[src/rtl/logdrop_window_seq.sv]
// Logdrop windowing sequencer: handshakes samples, applies the window coefficient
// and accumulates each complete window into a sum on a separate valid/ready port.

module logdropWindow #(
    parameter int unsigned DATA_W         = 8,
    parameter int unsigned WINLEN         = 64,
    parameter int unsigned ABSTRACT_MODEL = 0
) (
    input  logic [$clog2(WINLEN)-1:0] i_t,
    input  logic [DATA_W-1:0]         i_x,
    output logic [DATA_W-1:0]         o_y
);
    localparam int unsigned WINLEN_W  = $clog2(WINLEN);
    localparam int unsigned HALF_LOG2 = WINLEN_W - 1;

    if (ABSTRACT_MODEL != 0) begin : gAbstract
        always_comb begin
            int unsigned distance;
            int unsigned ceilLog;
            if (32'(i_t) < WINLEN / 2) begin
                distance = 32'(i_t) + 1;
            end else begin
                distance = WINLEN - 32'(i_t);
            end
            ceilLog = 0;
            for (int unsigned k = 0; k < WINLEN_W; k++) begin
                if ((32'd1 << ceilLog) < distance) begin
                    ceilLog = ceilLog + 1;
                end
            end
            o_y = i_x >> (HALF_LOG2 - ceilLog);
        end
    end else begin : gStructural
        // Folding t about the centre gives min(t+1, WINLEN-t)-1; its bit length is the ceil-log2.
        logic [WINLEN_W-2:0] folded;
        logic [WINLEN_W-1:0] bitLen;

        always_comb begin
            folded = i_t[WINLEN_W-1] ? ~i_t[WINLEN_W-2:0] : i_t[WINLEN_W-2:0];
            bitLen = '0;
            for (int unsigned k = 0; k < WINLEN_W - 1; k++) begin
                if (folded[k]) begin
                    bitLen = WINLEN_W'(k + 1);
                end
            end
            o_y = i_x >> (WINLEN_W'(HALF_LOG2) - bitLen);
        end
    end
endmodule

module logdrop_window_seq #(
    parameter int unsigned DATA_W         = 8,
    parameter int unsigned WINLEN         = 64,
    parameter int unsigned ABSTRACT_MODEL = 0
) (
    input  logic                                 i_clk,
    input  logic                                 i_rst,
    input  logic                                 i_en,
    input  logic                                 i_xValid,
    output logic                                 o_xReady,
    input  logic [DATA_W-1:0]                    i_x,
    output logic [$clog2(WINLEN)-1:0]            o_t,
    output logic                                 o_yValid,
    output logic [DATA_W-1:0]                    o_y,
    output logic [$clog2(WINLEN)-1:0]            o_yT,
    output logic                                 o_sumValid,
    input  logic                                 i_sumReady,
    output logic [DATA_W+$clog2(WINLEN)-1:0]     o_sum
);
    localparam int unsigned WINLEN_W = $clog2(WINLEN);
    localparam int unsigned SUM_W    = DATA_W + WINLEN_W;
    localparam logic [WINLEN_W-1:0] LAST_T = WINLEN_W'(WINLEN - 1);

    typedef enum logic {IDLE, RUN} state_t;

    state_t             state;
    state_t             stateNext;
    logic [SUM_W-1:0]   acc;
    logic [DATA_W-1:0]  yWin;
    logic               lastT;
    logic               accept;

    logdropWindow #(
        .DATA_W        (DATA_W),
        .WINLEN        (WINLEN),
        .ABSTRACT_MODEL(ABSTRACT_MODEL)
    ) uWindow (
        .i_t(o_t),
        .i_x(i_x),
        .o_y(yWin)
    );

    always_ff @(posedge i_clk or posedge i_rst) begin
        if (i_rst) begin
            state <= IDLE;
        end else begin
            state <= stateNext;
        end
    end

    always_comb begin
        stateNext = state;
        case (state)
            IDLE:    if (i_en)  stateNext = RUN;
            RUN:     if (!i_en) stateNext = IDLE;
            default: stateNext = IDLE;
        endcase
    end

    // The closing sample of a window waits only while the previous sum is still unclaimed.
    always_comb begin
        lastT    = (o_t == LAST_T);
        o_xReady = (state == RUN) && i_en && !(lastT && o_sumValid && !i_sumReady);
        accept   = i_xValid && o_xReady;
    end

    always_ff @(posedge i_clk or posedge i_rst) begin
        if (i_rst) begin
            o_t        <= '0;
            acc        <= '0;
            o_y        <= '0;
            o_yT       <= '0;
            o_yValid   <= 1'b0;
            o_sum      <= '0;
            o_sumValid <= 1'b0;
        end else begin
            o_yValid <= accept;
            if (accept) begin
                o_y  <= yWin;
                o_yT <= o_t;
            end

            if (o_sumValid && i_sumReady) begin
                o_sumValid <= 1'b0;
            end

            if (!i_en) begin
                o_t <= '0;
                acc <= '0;
            end else if (accept) begin
                o_t <= o_t + 1'b1;
                if (lastT) begin
                    o_sum      <= acc + SUM_W'(yWin);
                    o_sumValid <= 1'b1;
                    acc        <= '0;
                end else begin
                    acc <= acc + SUM_W'(yWin);
                end
            end
        end
    end
endmodule
[config.mk]
export PLATFORM = sky130hd
export DESIGN_NAME = logdrop_window_seq
export DESIGN_NICKNAME = d
export VERILOG_FILES = /design/src/rtl/logdrop_window_seq.sv
export SDC_FILE = /design/constraint.sdc
export NUM_CORES = 1
export LEC_CHECK = 0
export BUFFER_PORTS_ARGS = -buffer_cell sky130_fd_sc_hd__buf_2
export CAP_MARGIN = 20
export CORE_MARGIN = 2
export CORE_UTILIZATION = 57
export CTS_CLUSTER_DIAMETER = 120
export DETAILED_ROUTE_END_ITERATION = 7
export MAX_ROUTING_LAYER = met4
export PLACE_DENSITY = 0.83
export SYNTH_ARGS = -nofsm -noshare
export SYNTH_HDL_FRONTEND = slang
export SYNTH_SLANG_ARGS = --single-unit
[constraint.sdc]
create_clock -name i_clk -period 4.2 [get_ports i_clk]
set_input_delay 0.84 -clock i_clk [delete_from_list [all_inputs] [get_ports i_clk]]
set_output_delay 0.84 -clock i_clk [all_outputs]
set_load 0.01 [all_outputs]
==> After elaboration in Yosys (flattened, before gate mapping) <==
Index checks and enable logic that the tools add are counted.
{ "totals": {"ram_bits": 0, "reg_bits": 51, "out_inout_bits": 37, "latch_bits": 0, "elab_cells": 40, "n_memories": 0, "mem_bits_ro": 0, "input_bits": 13} }
{ "op_classes": {"div_mod_pow": 0, "bitwise_logic": 1, "mul": 0, "order_cmp": 0, "shift": 1, "n_mux": 16, "reduce_logical": 9, "eq_ne": 2, "addsub": 3} }
{ "ops": {"columns": ["operator", "count"], "rows": [
  ["14-bit two-way mux", 3],
  ["14-bit by 8-bit adder with 14-bit output", 1],
  ["6-bit two-way mux", 2],
  ["8-bit by 6-bit right shift with 8-bit output", 1],
  ["6-bit by 1-bit adder with 6-bit output (second input constant)", 1],
  ["6-bit equality test (second input constant)", 1],
  ["1-bit logical AND", 6],
  ["1-bit two-way mux", 6],
  ["3-bit two-way mux", 2],
  ["5-bit two-way mux", 1],
  ["5-bit NOT", 1],
  ["2-bit two-way mux", 2],
  ["3-bit by 3-bit subtractor with 4-bit output (first input constant)", 1],
  ["3-bit AND reduction", 1],
  ["1-bit zero test", 2],
  ["2-bit by 1-bit != test with 1-bit output (second input constant)", 1]
]} }

==> Logic depth before layout (Yosys ltp) <==
Gate-level depths: netlist (run 1).
{ "depth": {"word_depth": 13, "depth_mapped": 14} }

==> Cells and area by module <==
From an unflattened synthesis (run 1), not the netlist that was laid out.
{ "hier_totals": {"cells_unflattened": 258, "area_unflattened_um2": 2819.0} }
{ "by_module_without_submodules": {"columns": ["mod", "instances", "cells_each", "seq_area_each_um2", "area_per_inst_um2"], "rows": [
  ["logdrop_window_seq", 1, 210, 1276.2, 2453.6],
  ["logdropWindow", 1, 48, 0.0, 365.4]
]} }

==> Worst setup path before layout (run 1) <==
Ideal clock, no wire load.
{ "synth_timing": {"kind": "register to register", "startpoint": "reg o_t[4]", "endpoint": "reg o_sum[5]", "required_time_ns": 4.075, "path_slack_ns": 1.080, "setup_time_ns": 0.125, "n_path_buf": 0, "stages_incl_launch_ff": 13, "t_arrival_ns": 2.995, "cell_sequence": "dfrtp_1 -> ha_1 -> nor2b_1 -> a31oi_1 -> o22ai_1 -> a31o_1 -> nor3_1 -> ha_1 -> a211oi_1 -> o21bai_1 -> a211oi_1 -> a21oi_1 -> mux2_2"} }
{ "synth_between": {"elab_cells_between_ends": 13, "cone_classes": "2 x add/sub; 1 x eq/ne; 1 x shift; 2 x mux; 1 x bitwise; 6 x reduce/logical"} }
{ "synth_rtl": {"columns": ["element", "line", "rtl"], "rows": [
  ["start: declaration", "62", "output logic [$clog2(WINLEN)-1:0] o_t,"],
  ["start signal: assignment", "141", "o_t <= o_t + 1'b1;"],
  ["5-bit NOT", "39", "folded = i_t[WINLEN_W-1] ? ~i_t[WINLEN_W-2:0] : i_t[WINLEN_W-2:0];"],
  ["5-bit two-way mux (*)", "39", null],
  ["3-bit two-way mux (*)", "42", "if (folded[k]) begin"],
  ["3-bit by 3-bit subtractor with 4-bit output (*)", "46", "o_y = i_x >> (WINLEN_W'(HALF_LOG2) - bitLen);"],
  ["8-bit by 6-bit right shift with 8-bit output (*)", "46", null],
  ["named net uWindow.o_y[1]", "11", "output logic [DATA_W-1:0] o_y"],
  ["14-bit by 8-bit adder with 14-bit output (*)", "143", "o_sum <= acc + SUM_W'(yWin);"],
  ["end signal: assignment", "143", null],
  ["end: declaration", "68", "output logic [DATA_W+$clog2(WINLEN)-1:0] o_sum"]
]} }
The timed path passes the listed nets; every way through them passes the cells marked *.
A chain may end at the register's enable or synchronous reset.

==> Worst setup path in the final report (run 1) <==
{ "layout_timing": {"startpoint": "reg o_t[5]", "endpoint": "reg o_sum[5]"} }
{ "layout_between": {"elab_chain_len": 9, "elab_cells_between_ends": 16, "cone_classes": "2 x add/sub; 1 x eq/ne; 1 x shift; 6 x mux; 6 x reduce/logical"} }
{ "layout_rtl": {"columns": ["element", "line"], "rows": [
  ["5-bit two-way mux (*)", "39"],
  ["1-bit two-way mux", "42"],
  ["2-bit two-way mux (2 in series)", "42"],
  ["3-bit two-way mux", "42"],
  ["3-bit two-way mux (*)", "42"],
  ["3-bit by 3-bit subtractor with 4-bit output (*)", "46"],
  ["8-bit by 6-bit right shift with 8-bit output (*)", "46"],
  ["named net uWindow.o_y[1]", "11"],
  ["14-bit by 8-bit adder with 14-bit output (*)", "143"]
]} }
Marked as above.

==> impl_metrics.py, run 1 <==
metrics = {
    "critical_path": {
        "worstReg2RegStart": "o_t[5]$_DFFE_PP0P_",
        "crit_path_end_kind": "flip-flop",
        "crit_path_max_fanout": 15,
        "startpoint_type": "flip-flop",
        "crit_arrival_ns": 3.97,
        "r2r_setup_slack_ns": 0.43,
        "crit_required_ns": 4.40,
        "r2r_end": "o_sum[5]$_DFFE_PP0P_",
        "r2r_cells": 12,
        "path_class": "flip-flop to flip-flop",
    },
    "yosys": {
        "synth_nets": 376,
        "ys_types": 61,
        "synth-seq-area-share": 0.407,
        "yosysWarnings": 0,
        "syn_inst": 352,
        "ys_ff_latch": 51,
        "synthArstFlopShare": 1.00,
        "avgSynthCellArea_um2": 8.90,
        "synth_edf_count": 0,
        "ys.flop_type": "dfrtp_1",
        "netlist_area_um2": 3130,
    },
    "drt": {
        "drt_first_pass_iters": 4,
        "vias": 2781,
        "ant_nets": 0,
        "drc": 0,
        "drt_iter0_drc": 260,
        "vias_per_cell": 5.98,
        "wl_per_cell_um": 16.0,
        "drt_wl_total_um": 7420,
    },
    "pwr": {
        "totalPowerFinal_mw": 0.928,
        "irDropWorstVdd_mv": 0.188,
        "p_leak_nw": 1.78,
        "power.density_nw_per_um2": 264,
    },
    "layout": {
        "drive_above_1_share": 0.195,
        "multi_input_area_um2": 1700,
        "nFillCells": 444,
        "final_nets": 418,
        "syn2layout_area_growth_pct": 11.9,
        "fin_area_um2": 3510,
        "register_area_um2": 1280,
        "antenna_cells": 0,
    },
    "sta": {
        "fmax_mhz": 265,
        "finalSetupTns_ns": 0,
        "max_slew_margin": 0.574,
        "worst-slew-pin-transition_ns": 0.640,
        "clock_skew_ns": 0.00512,
        "period_minus_slack_ns": 3.77,
        "finalSetupViolCount": 0,
        "finalHoldViolCount": 0,
        "slew_violations": 0,
        "post-route-period-util": 0.899,
        "rsz0062_at_grt": "false",
    },
    "clock_network": {
        "clk_latency_ns": 0.31,
        "cts_resized": 0,
        "ctsHoldBuffers": 0,
        "cts-buffers-inserted": 5,
        "post-cts-setup-buffers": 0,
        "tritoncts": "done",
        "clk_pin_slew_ns": 0.09,
        "root_buffer": "clkbuf_8",
        "htree_levels": 2,
        "clock-sinks": 51,
        "cts_max_path_buffers": 2,
    },
    "die": {
        "die_x_um": 78.2,
        "boundaryPins": 50,
        "rows": 26,
        "start_util": 0.602,
        "core_um2": 5200,
        "dieHeight_um": 78.2,
        "die_area_um2": 6110,
    },
    "global_route": {
        "antenna_found_initial": 0,
        "grt_max_degree": 52,
        "grt_pass1_wl_um": 12900,
        "grt_usage": 0.272,
        "grt_pass1_vias": 2760,
        "grt.overflow.total": 0,
    },
    "run": {
        "maxCapViolations": 0,
    },
    "min_path": {
        "hold_path_class": "input pin to asynchronous set/reset pin",
    },
    "placed_design": {
        "hpwl_um": 5250,
        "place_area_um2": 3380,
        "io_buffers": 49,
        "finalWeightedCongestion": 0.870,
    },
    "run_status": {
        "outcome": "complete, no violations",
    },
}
cells in the mapped netlist, types with 5 or more instances:
cell	instances	area share
o21ai_0	22	0.035
buf_4	5	0.012
o22ai_1	5	0.010
nand4_1	9	0.018
a21oi_1	10	0.016
inv_1	13	0.016
nor2b_1	6	0.012
nand2_1	64	0.077
nor2_1	24	0.029
a22o_1	9	0.025
nor3_1	6	0.0096
nand3_1	9	0.014
xnor2_1	9	0.025
a31oi_1	6	0.012
and2_1	5	0.010
dfrtp_1	51	0.41
ha_1	10	0.040
buf_2	8	0.013
a21o_1	5	0.012
where the power goes:
part           internal (mW)  switching [mW]  leakage, nW
Combinational         0.0436          0.0725         1.03
Clock                  0.135           0.165       0.0484
Sequential             0.502         0.00874        0.703
worst max path at each step:
| stage | start | endpoint | slack (ns) | cells after the start |
|---|---|---|---|---|
| 6_report | o_t[5]$_DFFE_PP0P_ | o_sum[5]$_DFFE_PP0P_ | 0.43 | 12 |
| 5_1_grt | o_t[5]$_DFFE_PP0P_ | o_sum[7]$_DFFE_PP0P_ | 0.09 | 12 |
| 4_1_cts | o_t[5]$_DFFE_PP0P_ | o_sum[7]$_DFFE_PP0P_ | 0.23 | 12 |
| 3_5_place_dp | o_t[5]$_DFFE_PP0P_ | o_sum[7]$_DFFE_PP0P_ | 0.28 | 12 |
| 3_3_place_gp | o_t[5]$_DFFE_PP0P_ | o_sum[5]$_DFFE_PP0P_ | 0.42 | 12 |
| 2_1_floorplan | o_t[4]$_DFFE_PP0P_ | o_sum[5]$_DFFE_PP0P_ | 1.08 | 12 |
placed cells by master, fill, tap and decap left out, types with 6 or more instances in the layout:
master / n
a22o_1: 9
nor2_1: 24
nand3_1: 9
ha_1: 10
nor2b_1: 6
dfrtp_1: 51
buf_2: 49
a21oi_1: 10
nand4_1: 9
o21ai_0: 22
clkbuf_8: 6
xnor2_1: 9
nand2_1: 64
inv_1: 12
critical path, cell delays in order, from the launching register on:
cell and delay [ns]:
dfrtp_1 0.58, ha_1 0.49, nor2b_1 0.09, a31oi_2 0.30, o22ai_1 0.14, a31o_1 0.23
nor3_2 0.32, ha_1 0.32, a211oi_1 0.33, o21bai_1 0.20, a211oi_1 0.28, a21oi_1 0.10
mux2_2 0.28
per-layer routing:
layer	global-route usage	share of wire
met5	-	0
met1	0.325	0.43
met3	0.0529	0.057
met4	0.111	0.018
met2	0.456	0.50
sequential cells by signal, summed over array words and instances (netlist names):
name and count:
o_yT 6, o_sum 14, o_sumValid 1, o_yValid 1, o_y 8, state 1
o_t 6, acc 14
final cells by class:
cell class / count / area share
clock inverter: 1 / 0.00250
sequential: 51 / 0.364
tap: 70 / 0.0250
multi-input combinational: 269 / 0.486
inverter: 13 / 0.0139
timing repair buffer: 54 / 0.0842
clock buffer: 7 / 0.0246
kinds of logic after synthesis:
| group | after synthesis | share of synthesized area |
|---|---|---|
| simple gates | 141 | 0.212 |
| compound gates | 97 | 0.220 |
| flops | 51 | 0.407 |
| buf+inv | 32 | 0.0527 |
| xor+xnor | 13 | 0.0387 |
| fa+ha+maj | 11 | 0.0463 |
| mux | 7 | 0.0236 |
per-stage QoR:
| stage | setup slack, ns | cells | hold WS (ns) | utilization |
|---|---|---|---|---|
| floorplan | 1.08 | 352 | 0.455 | - |
| global placement | 0.419 | 456 | 0.453 | 0.650 |
| detailed placement | 0.277 | 456 | 0.457 | 0.650 |
| CTS | 0.230 | 464 | 0.480 | 0.668 |
| global route | 0.0911 | 465 | 0.460 | 0.674 |
| finish | 0.426 | 465 | 0.452 | 0.674 |
(Power assumes the default switching activity.)
==> run 2, diff against run 1 <==
==> constraint.sdc (replaced) <==
create_clock -name i_clk -period 4.2 [get_ports i_clk]
set_input_delay 0 -clock i_clk [delete_from_list [all_inputs] [get_ports i_clk]]
set_output_delay 0 -clock i_clk [all_outputs]
set_load 0.01 [all_outputs]
==> impl_metrics.py, run 2 (synthesis results as in run 1) <==
metrics = {
    "layout": {
        "final_common_cell": "nand2_1",
        "drive_above_1_share": 0.189,
        "top_regs": "acc (14), o_sum (14), o_y (8)",
        "final_cells": 466,
        "antenna_cells": 0,
        "fin_area_um2": 3510,
        "syn2layout_area_growth_pct": 12.1,
        "mostFrequentLayoutCells": "nand2_1, dfrtp_1, buf_2",
        "final_nets": 420,
    },
    "placed_design": {
        "hpwl_um": 5310,
        "dp_cells": 456,
        "place_area_um2": 3380,
        "finalWeightedCongestion": 0.895,
        "io_buffers": 49,
        "pre_cts_slack_ns": 0.341,
    },
    "die": {
        "die_x_um": 78.2,
        "core_um2": 5200,
        "boundaryPins": 50,
        "rows": 26,
        "die_area_um2": 6110,
        "start_util": 0.602,
        "dieHeight_um": 78.2,
    },
    "sta": {
        "fmax_mhz": 252,
        "clock_skew_ns": 0.00466,
        "post-route-period-util": 0.946,
        "holdWs_ns": 0.100,
        "max_slew_margin": 0.587,
        "finalSetupViolCount": 0,
        "finalSetupTns_ns": 0,
        "period_minus_slack_ns": 3.97,
        "finalHoldViolCount": 0,
        "rsz0062_at_grt": "false",
        "worst-slew-pin-transition_ns": 0.614,
        "fin_ws_ns": 0.226,
        "slew_violations": 0,
    },
    "min_path": {
        "hold_path_class": "input pin to flip-flop",
    },
    "clock_network": {
        "tritoncts": "done",
        "htree_levels": 2,
        "cts_resized": 0,
        "post-cts-setup-buffers": 0,
        "root_buffer": "clkbuf_8",
        "cts_max_path_buffers": 2,
        "clk_pin_slew_ns": 0.10,
        "clk_latency_ns": 0.30,
        "cts-buffers-inserted": 5,
        "clock-sinks": 51,
    },
    "run": {
        "maxCapViolations": 0,
    },
    "critical_path": {
        "path_class": "flip-flop to flip-flop",
        "crit_path_cell_trace": "ha_1 -> nor2b_1 -> a31oi_1 -> o22ai_1 -> a31o_1 -> nor3_1 -> ha_1 -> a211oi_1 -> o21bai_1 -> a211oi_1 -> a21oi_1 -> mux2_2",
        "crit_path_max_fanout": 15,
        "cpPeakStageDelay_ns": 0.58,
        "startpoint_type": "flip-flop",
        "crit_arrival_ns": 4.17,
        "critPathSlowestCell": "dfrtp_1",
        "crit_path_end_kind": "flip-flop",
        "crit_required_ns": 4.39,
    },
    "drt": {
        "ant_nets": 0,
        "wl_met2_um": 3800,
        "drc": 0,
        "dr.max_layer_used": "met4",
        "wl_met1_um": 3100,
        "vias_per_cell": 6.07,
        "vias": 2830,
        "drt_first_pass_iters": 4,
        "drt_iter0_drc": 203,
        "wl_per_cell_um": 15.9,
        "wl_met3_um": 405,
        "drt_wl_total_um": 7420,
    },
    "pwr": {
        "irDropWorstVdd_mv": 0.154,
        "power.density_nw_per_um2": 264,
        "p_leak_nw": 1.78,
    },
    "global_route": {
        "grt_usage": 0.262,
        "antenna_found_initial": 0,
        "grt_pass1_wl_um": 12600,
        "grt_pass1_vias": 2767,
        "grt_max_degree": 52,
        "grt.overflow.total": 0,
    },
    "run_status": {
        "outcome": "complete, no violations",
    },
}
==> run 2: cell types whose count changed in the layout (fill, tap and decap cells not counted) <==
cell / previous run / this run
nor3_1: 5 / 6
nor3_2: 1 / 0
clkinv_4: 1 / 0
dlygate4sd3_1: 0 / 2
inv_6: 0 / 1
a31oi_1: 5 / 6
a31oi_2: 1 / 0
clkbuf_1: 1 / 0
==> run 2: power breakdown <==
group,internal [mW],leakage [nW],switching [mW],total (mW)
logic,0.0448,1.03,0.0732,0.118
registers,0.502,0.703,0.00864,0.511
clock network,0.133,0.0477,0.165,0.298
==> run 2: metrics by stage <==
stage / total power, mW / utilization
after floorplan: 0.597 / -
after global placement: 0.630 / 0.650
after detailed placement: 0.634 / 0.650
after CTS: 0.930 / 0.671
after global routing: 0.964 / 0.675
final: 0.927 / 0.675
==> run 2: worst paths after layout <==
kind,from,to,slack (ns),depth (start not counted)
min reg2reg,o_yT[5]$_DFFE_PP0P_,o_yT[5]$_DFFE_PP0P_,0.48,2
max,o_t[5]$_DFFE_PP0P_,o_sum[5]$_DFFE_PP0P_,0.23,12
max reg2reg,o_t[5]$_DFFE_PP0P_,o_sum[5]$_DFFE_PP0P_,0.23,12
min in group asynchronous,i_rst,o_yT[4]$_DFFE_PP0P_,0.14,3
max in group asynchronous,i_rst,o_y[1]$_DFFE_PP0P_,3.56,4
min,i_x[2],o_y[2]$_DFFE_PP0P_,0.1,3
==> run 2: timing repair <==
item	CTS	global route
hold endpoints to repair	52	0
hold buffers	2	0
endpoints found under the setup margin	0	0
==> run 2: layer usage <==
layer	global-route usage	vias to the layer above
met1	0.331	1372
li1	-	1346
met2	0.427	99
met4	0.0965	0
met5	-	-
met3	0.0460	13
==> run 2: critical path: cells and delay by family, from the launching register on <==
family | cells | cell delay, ns
compound gates | 7 | 1.60
fa+ha+maj | 2 | 0.84
flops | 1 | 0.58
mux | 1 | 0.27
simple gates | 2 | 0.55
==> run 2: final cells by class <==
class / count / area [um2]
multi-input combinational: 269 / 1690
clock inverter: 1 / 8.76
fill: 436 / 1690
tap: 70 / 87.6
inverter: 13 / 48.8
clock buffer: 6 / 82.6
sequential: 51 / 1280
timing repair buffer: 56 / 315
